### src/rtl/tape_rx.sv
// Cassette pulse-burst decoder: measures high/low phases on a 500 kHz enable,
// classifies bursts as 0/1 bits, assembles bytes MSB first and marks block ends.
module tape_rx #(
  parameter int HIGH_MIN      = 40,
  parameter int HIGH_MAX      = 110,
  parameter int GAP_TICKS     = 300,
  parameter int TIMEOUT_TICKS = 5000
) (
  input  logic       clk,
  input  logic       reset_n,
  input  logic       ce_500k,
  input  logic       tape_in,
  output logic [7:0] data,
  output logic       data_valid,
  output logic       first_byte,
  output logic       bit_err,
  output logic       block_end,
  output logic       busy
);

  typedef enum logic [1:0] {
    S_IDLE = 2'd0,
    S_HIGH = 2'd1,
    S_LOW  = 2'd2
  } state_e;

  localparam logic [7:0]  HMIN_L = 8'(HIGH_MIN);
  localparam logic [7:0]  HMAX_L = 8'(HIGH_MAX);
  localparam logic [12:0] GAP_L  = 13'(GAP_TICKS);
  localparam logic [12:0] TO_L   = 13'(TIMEOUT_TICKS);

  // Burst classification: {valid, bit value}; 3..5 pulses is a 0, 7..11 is a 1.
  function automatic logic [1:0] classify_burst(input logic [4:0] pulses, input logic bad);
    logic is_zero;
    logic is_one;
    is_zero = (pulses >= 5'd3) && (pulses <= 5'd5);
    is_one  = (pulses >= 5'd7) && (pulses <= 5'd11);
    classify_burst = {(~bad) & (is_zero | is_one), is_one};
  endfunction

  state_e      state_q, state_d;
  logic        sync1_q, sync1_d;
  logic        sync2_q, sync2_d;
  logic [7:0]  hi_cnt_q, hi_cnt_d;
  logic [12:0] lo_cnt_q, lo_cnt_d;
  logic [4:0]  pulse_cnt_q, pulse_cnt_d;
  logic        pulse_bad_q, pulse_bad_d;
  logic [7:0]  sr_q, sr_d;
  logic [2:0]  bit_cnt_q, bit_cnt_d;
  logic        first_q, first_d;
  logic [7:0]  data_q, data_d;
  logic        data_valid_q, data_valid_d;
  logic        first_byte_q, first_byte_d;
  logic        bit_err_q, bit_err_d;
  logic        block_end_q, block_end_d;
  logic        busy_q, busy_d;

  logic        rise_s;
  logic        fall_s;
  logic [7:0]  hi_n_s;
  logic [12:0] lo_n_s;
  logic [4:0]  pulse_inc_s;
  logic [1:0]  decide_s;

  // Edges are taken as the synchronized level changes, so the FSM reacts on the
  // same tick the second stage flop updates.
  always_comb begin
    rise_s      = sync1_q & ~sync2_q;
    fall_s      = ~sync1_q & sync2_q;
    hi_n_s      = (hi_cnt_q == 8'd255) ? 8'd255 : hi_cnt_q + 8'd1;
    lo_n_s      = (lo_cnt_q == 13'd8191) ? 13'd8191 : lo_cnt_q + 13'd1;
    pulse_inc_s = (pulse_cnt_q == 5'd31) ? 5'd31 : pulse_cnt_q + 5'd1;
    decide_s    = classify_burst(pulse_cnt_q, pulse_bad_q);
  end

  // Next-state logic for synchronizer, phase FSM, byte assembly and strobes.
  always_comb begin
    state_d      = state_q;
    sync1_d      = sync1_q;
    sync2_d      = sync2_q;
    hi_cnt_d     = hi_cnt_q;
    lo_cnt_d     = lo_cnt_q;
    pulse_cnt_d  = pulse_cnt_q;
    pulse_bad_d  = pulse_bad_q;
    sr_d         = sr_q;
    bit_cnt_d    = bit_cnt_q;
    first_d      = first_q;
    data_d       = data_q;
    first_byte_d = first_byte_q;
    busy_d       = busy_q;
    data_valid_d = 1'b0;
    bit_err_d    = 1'b0;
    block_end_d  = 1'b0;

    if (ce_500k) begin
      sync1_d = tape_in;
      sync2_d = sync1_q;
      case (state_q)
        S_IDLE: begin
          if (rise_s) begin
            state_d     = S_HIGH;
            hi_cnt_d    = 8'd0;
            pulse_cnt_d = 5'd1;
            pulse_bad_d = 1'b0;
            busy_d      = 1'b1;
          end else begin
            state_d = S_IDLE;
          end
        end
        S_HIGH: begin
          hi_cnt_d = hi_n_s;
          if (fall_s) begin
            if ((hi_n_s < HMIN_L) || (hi_n_s > HMAX_L)) begin
              pulse_bad_d = 1'b1;
            end else begin
              pulse_bad_d = pulse_bad_q;
            end
            state_d  = S_LOW;
            lo_cnt_d = 13'd0;
          end else begin
            state_d = S_HIGH;
          end
        end
        S_LOW: begin
          lo_cnt_d = lo_n_s;
          if (lo_n_s == TO_L) begin
            block_end_d = 1'b1;
            busy_d      = 1'b0;
            bit_cnt_d   = 3'd0;
            first_d     = 1'b1;
            lo_cnt_d    = 13'd0;
            state_d     = S_IDLE;
          end else begin
            // The decision is taken before a coincident rising edge restarts the burst.
            if (lo_n_s == GAP_L) begin
              if (!decide_s[1]) begin
                bit_err_d = 1'b1;
                bit_cnt_d = 3'd0;
              end else if (bit_cnt_q == 3'd7) begin
                sr_d         = {sr_q[6:0], decide_s[0]};
                data_d       = {sr_q[6:0], decide_s[0]};
                data_valid_d = 1'b1;
                first_byte_d = first_q;
                first_d      = 1'b0;
                bit_cnt_d    = 3'd0;
              end else begin
                sr_d      = {sr_q[6:0], decide_s[0]};
                bit_cnt_d = bit_cnt_q + 3'd1;
              end
            end else begin
              bit_cnt_d = bit_cnt_q;
            end
            if (rise_s) begin
              state_d  = S_HIGH;
              hi_cnt_d = 8'd0;
              if (lo_n_s >= GAP_L) begin
                pulse_cnt_d = 5'd1;
                pulse_bad_d = 1'b0;
              end else begin
                pulse_cnt_d = pulse_inc_s;
              end
            end else begin
              state_d = S_LOW;
            end
          end
        end
        default: begin
          state_d = S_IDLE;
        end
      endcase
    end else begin
      state_d = state_q;
    end
  end

  // State and output registers.
  always_ff @(posedge clk or negedge reset_n) begin
    if (!reset_n) begin
      state_q      <= S_IDLE;
      sync1_q      <= 1'b0;
      sync2_q      <= 1'b0;
      hi_cnt_q     <= 8'd0;
      lo_cnt_q     <= 13'd0;
      pulse_cnt_q  <= 5'd0;
      pulse_bad_q  <= 1'b0;
      sr_q         <= 8'd0;
      bit_cnt_q    <= 3'd0;
      first_q      <= 1'b1;
      data_q       <= 8'h00;
      data_valid_q <= 1'b0;
      first_byte_q <= 1'b0;
      bit_err_q    <= 1'b0;
      block_end_q  <= 1'b0;
      busy_q       <= 1'b0;
    end else begin
      state_q      <= state_d;
      sync1_q      <= sync1_d;
      sync2_q      <= sync2_d;
      hi_cnt_q     <= hi_cnt_d;
      lo_cnt_q     <= lo_cnt_d;
      pulse_cnt_q  <= pulse_cnt_d;
      pulse_bad_q  <= pulse_bad_d;
      sr_q         <= sr_d;
      bit_cnt_q    <= bit_cnt_d;
      first_q      <= first_d;
      data_q       <= data_d;
      data_valid_q <= data_valid_d;
      first_byte_q <= first_byte_d;
      bit_err_q    <= bit_err_d;
      block_end_q  <= block_end_d;
      busy_q       <= busy_d;
    end
  end

  assign data       = data_q;
  assign data_valid = data_valid_q;
  assign first_byte = first_byte_q;
  assign bit_err    = bit_err_q;
  assign block_end  = block_end_q;
  assign busy       = busy_q;

endmodule

### config.mk
export PLATFORM = sky130hd
export DESIGN_NAME = tape_rx
export DESIGN_NICKNAME = d
export VERILOG_FILES = /design/src/rtl/tape_rx.sv
export SDC_FILE = /design/constraint.sdc
export NUM_CORES = 1
export LEC_CHECK = 0
export BUFFER_PORTS_ARGS = -buffer_cell sky130_fd_sc_hd__clkbuf_2
export CAP_MARGIN = 20
export CELL_PAD_IN_SITES_DETAIL_PLACEMENT = 0
export CELL_PAD_IN_SITES_GLOBAL_PLACEMENT = 1
export CORE_MARGIN = 5
export CORE_UTILIZATION = 43
export DETAILED_ROUTE_END_ITERATION = 8
export PLACE_DENSITY_LB_ADDON = 0.1
export SETUP_SLACK_MARGIN = 0.5
export SYNTH_ARGS = -nofsm -noshare
export SYNTH_HDL_FRONTEND = slang
export SYNTH_SLANG_ARGS = --single-unit
### constraint.sdc
create_clock -name clk -period 2.5 [get_ports clk]
set_input_delay 0 -clock clk [delete_from_list [all_inputs] [get_ports clk]]
set_output_delay 0 -clock clk [all_outputs]
set_load 0.005 [all_outputs]
==> flow_metrics.tcl <==
set metrics [dict create \
    clock_sinks 55 \
    critPathBufInv 2 \
    die_height_um 96.4 \
    hold_violations 0 \
    numCtsBuffers 5 \
    antenna_left 0 \
    vias 2837 \
    cp_cell_sequence "ha_4 -> nand3_4 -> buf_4 -> or4_4 -> mux2i_4 -> nor4_4 -> buf_6 -> nand3_4 -> and2_4 -> o22a_1" \
    period_minus_slack_ns 2.60 \
    synth_top_area_cell "dfrtp_1" \
    antenna_cells 0 \
    syn-cell-area_um2 3210 \
    hp-class "in2reg" \
    cts_tree "built" \
    wirelength_um 8100 \
    cts_buffer_depth 2 \
    htreeDepth 2 \
    first_global_vias 2744 \
    core-area_um2 7250 \
    timing.final.ws_setup_ns -0.0982 \
    track_usage_pct 18.6 \
    synthCells 342 \
    critical_path_arrival_ns 2.81 \
    dp_hpwl_um 5530 \
    yosys-top-cells-count "54 x dfrtp_1, 36 x nand2_1, 23 x nor2_1" \
    antenna_found_initial 0 \
    synthTopCellsByArea "dfrtp_1 42%, mux2_1 5.6%, nand2_1 4.2%" \
    yosysWarnings 0 \
    skew_ns 0.0140 \
    hold_slack_ns 0.0375 \
    synth-seq-cells 55 \
    start_util_pct 44.3 \
    dp_worst_setup_slack_ns -0.101 \
    startpoint_type "flop" \
    slowest_delay_ns 0.45 \
    yosys.area.top_type_share_pct 42.1 \
    place_inst 484 \
    yosysMostFrequentCell "dfrtp_1" \
    violations "setup timing" \
    finalCritPeriodShare_pct 104 \
    die_area_um2 9300 \
    grt_remaining_overflow 0 \
    cp.required_ns 2.71 \
    row_count 31 \
    cts_root_buf "clkbuf_8" \
    cellLeakagePower_uw 0.00191 \
    gp_congestion 0.943 \
    nets 421 \
    drcViolationCount 0 \
    wire_per_inst_um 15.8 \
    die_x_um 96.4 \
    max_freq_mhz 385 \
    ys_types 67 \
    slew_headroom_pct 59.5 \
    synth_edf_count 0 \
    boundaryPins 17 \
    ys_seq_area_share_pct 42.9 \
    clk_latency_ns 0.32 \
    vias_per_cell 5.55 \
    powerDensity_nw_per_um2 576 \
    irDropWorstVdd_uv 397 \
    syn2layout_area_growth_pct 33.2 \
    critical_path.slowest_cell "or4_4" \
    cp-end-kind "flop" \
    drive_above_1_share_pct 37.4 \
    worstMarginPinSlew_ns 0.605 \
    syn_nets 352 \
    async_flop_share_pct 100 \
    cp_common_cell "nand3_4" \
    setup_violations 21 \
    cp_top_family "simple AND/OR/NAND/NOR gates" \
    status "finished with violations" \
    rsz0062_at_grt "yes" \
    grt_max_degree 33 \
    drtIter0Drc 135 \
    worst-path-max-fanout 7 \
    first_pass_iters 5 \
    grt_pass1_wl_um 13500 \
    avgSynthCellArea_um2 9.39 \
    clk_pin_slew_ns 0.12 \
    maxCapViolCount 0 \
    io_buffers 16 \
    slew_violations 0 \
    final_cells 511 \
    critPathKind "reg2reg" \
    synth_ff_type "dfrtp_1" \
]
kinds of logic after synthesis:
logic type | after synthesis | synth area share [%]
and+or+nand+nor | 121 | 20.2
AOI/OAI and AO/OA | 104 | 21.8
DFF | 55 | 42.9
buffers and inverters | 31 | 4.56
muxes | 20 | 6.89
adders and majority gates | 6 | 2.34
xor gates and xnor gates | 5 | 1.36
cell type report:
cell class              instances  area (um^2)
clock inverters                 3         25.0
clock buffers                   5         68.8
repair buffers                 79          623
flip-flops and latches         55         1380
repair inverters                1         7.51
multi-input cells             256         2000
inverters                      13         53.8
fillers                       681         2970
well taps                      99          124
where the power goes:
group / switching (uW) / internal [uW]
Clock: 327 / 205
Combinational: 420 / 386
Sequential: 145 / 984
flip-flops by register name (all words and copies together), names as in the netlist:
| signal | count |
|---|---|
| data | 8 |
| first_byte | 1 |
| sr_q | 7 |
| bit_cnt_q | 3 |
| pulse_bad_q | 1 |
| lo_cnt_q | 13 |
| data_valid | 1 |
| block_end | 1 |
| state_q | 2 |
| hi_cnt_q | 8 |
| busy | 1 |
| pulse_cnt_q | 5 |
| first_q | 1 |
| sync2_q | 1 |
| sync1_q | 1 |
| bit_err | 1 |
path summary, 6_finish.rpt:
kind	start	end	slack, ns	depth (start not counted)
worst max-delay path	lo_cnt_q[0]$_DFFE_PN0P_	pulse_cnt_q[0]$_DFFE_PN0P_	-0.1	10
worst min-delay path	ce_500k	sync2_q$_DFFE_PN0P_	0.04	2
worst max register to register	lo_cnt_q[0]$_DFFE_PN0P_	pulse_cnt_q[0]$_DFFE_PN0P_	-0.1	10
worst min register to register	data[7]$_DFFE_PN0P_	data[7]$_DFFE_PN0P_	0.50	1
max in group asynchronous	reset_n	first_q$_DFFE_PN1P_	1.91	3
min in group asynchronous	reset_n	lo_cnt_q[3]$_DFFE_PN0P_	0.19	3
timing repair:
item / 4_1_cts / 5_1_grt
pin swaps: 5 / 4
hold buffers: 2 / 0
setup buffers: 8 / 7
hold endpoints to repair: 55 / 0
resized for setup: 51 / 19
setup endpoints to repair: 50 / 51
gates cloned: 2 / 0
layer usage:
layer | vias to the layer above | wire length [um] | global-route usage, %
met5 | - | 0 | 0
met4 | 0 | 95 | 3.50
met3 | 8 | 170 | 2.56
met2 | 24 | 3920 | 30.9
met1 | 1408 | 3910 | 26.0
li1 | 1397 | - | -
per-stage QoR:
stage,util (%),total power [uW],TNS (ns),instance area (um^2)
6_report,59.0,2470,-0.762,4280
5_1_grt,59.0,2630,-4.52,4280
4_1_cts,56.9,2420,-0.674,4130
3_5_place_dp,51.1,1800,-1.03,3710
3_3_place_gp,51.1,1790,-0.371,3710
2_1_floorplan,-,1590,-2.33,3270
cell usage in the layout, fill, tap and decap left out, drive strengths merged, types with 4 or more instances in the layout:
cell,Yosys,final
a21oi,23,23
a21o,4,4
and2,5,5
ha,6,6
nor4,6,6
clkbuf,10,21
nand4,8,8
nand2,36,36
and3,6,6
a31oi,7,7
o21ai,28,28
nor2,23,23
dfrtp,54,54
a22o,7,7
inv,13,14
mux2,17,17
nor3,10,10
buf,8,61
nand3b,4,4
o21a,4,4
nand3,11,11
No activity file was read; power rests on OpenSTA's default activity.
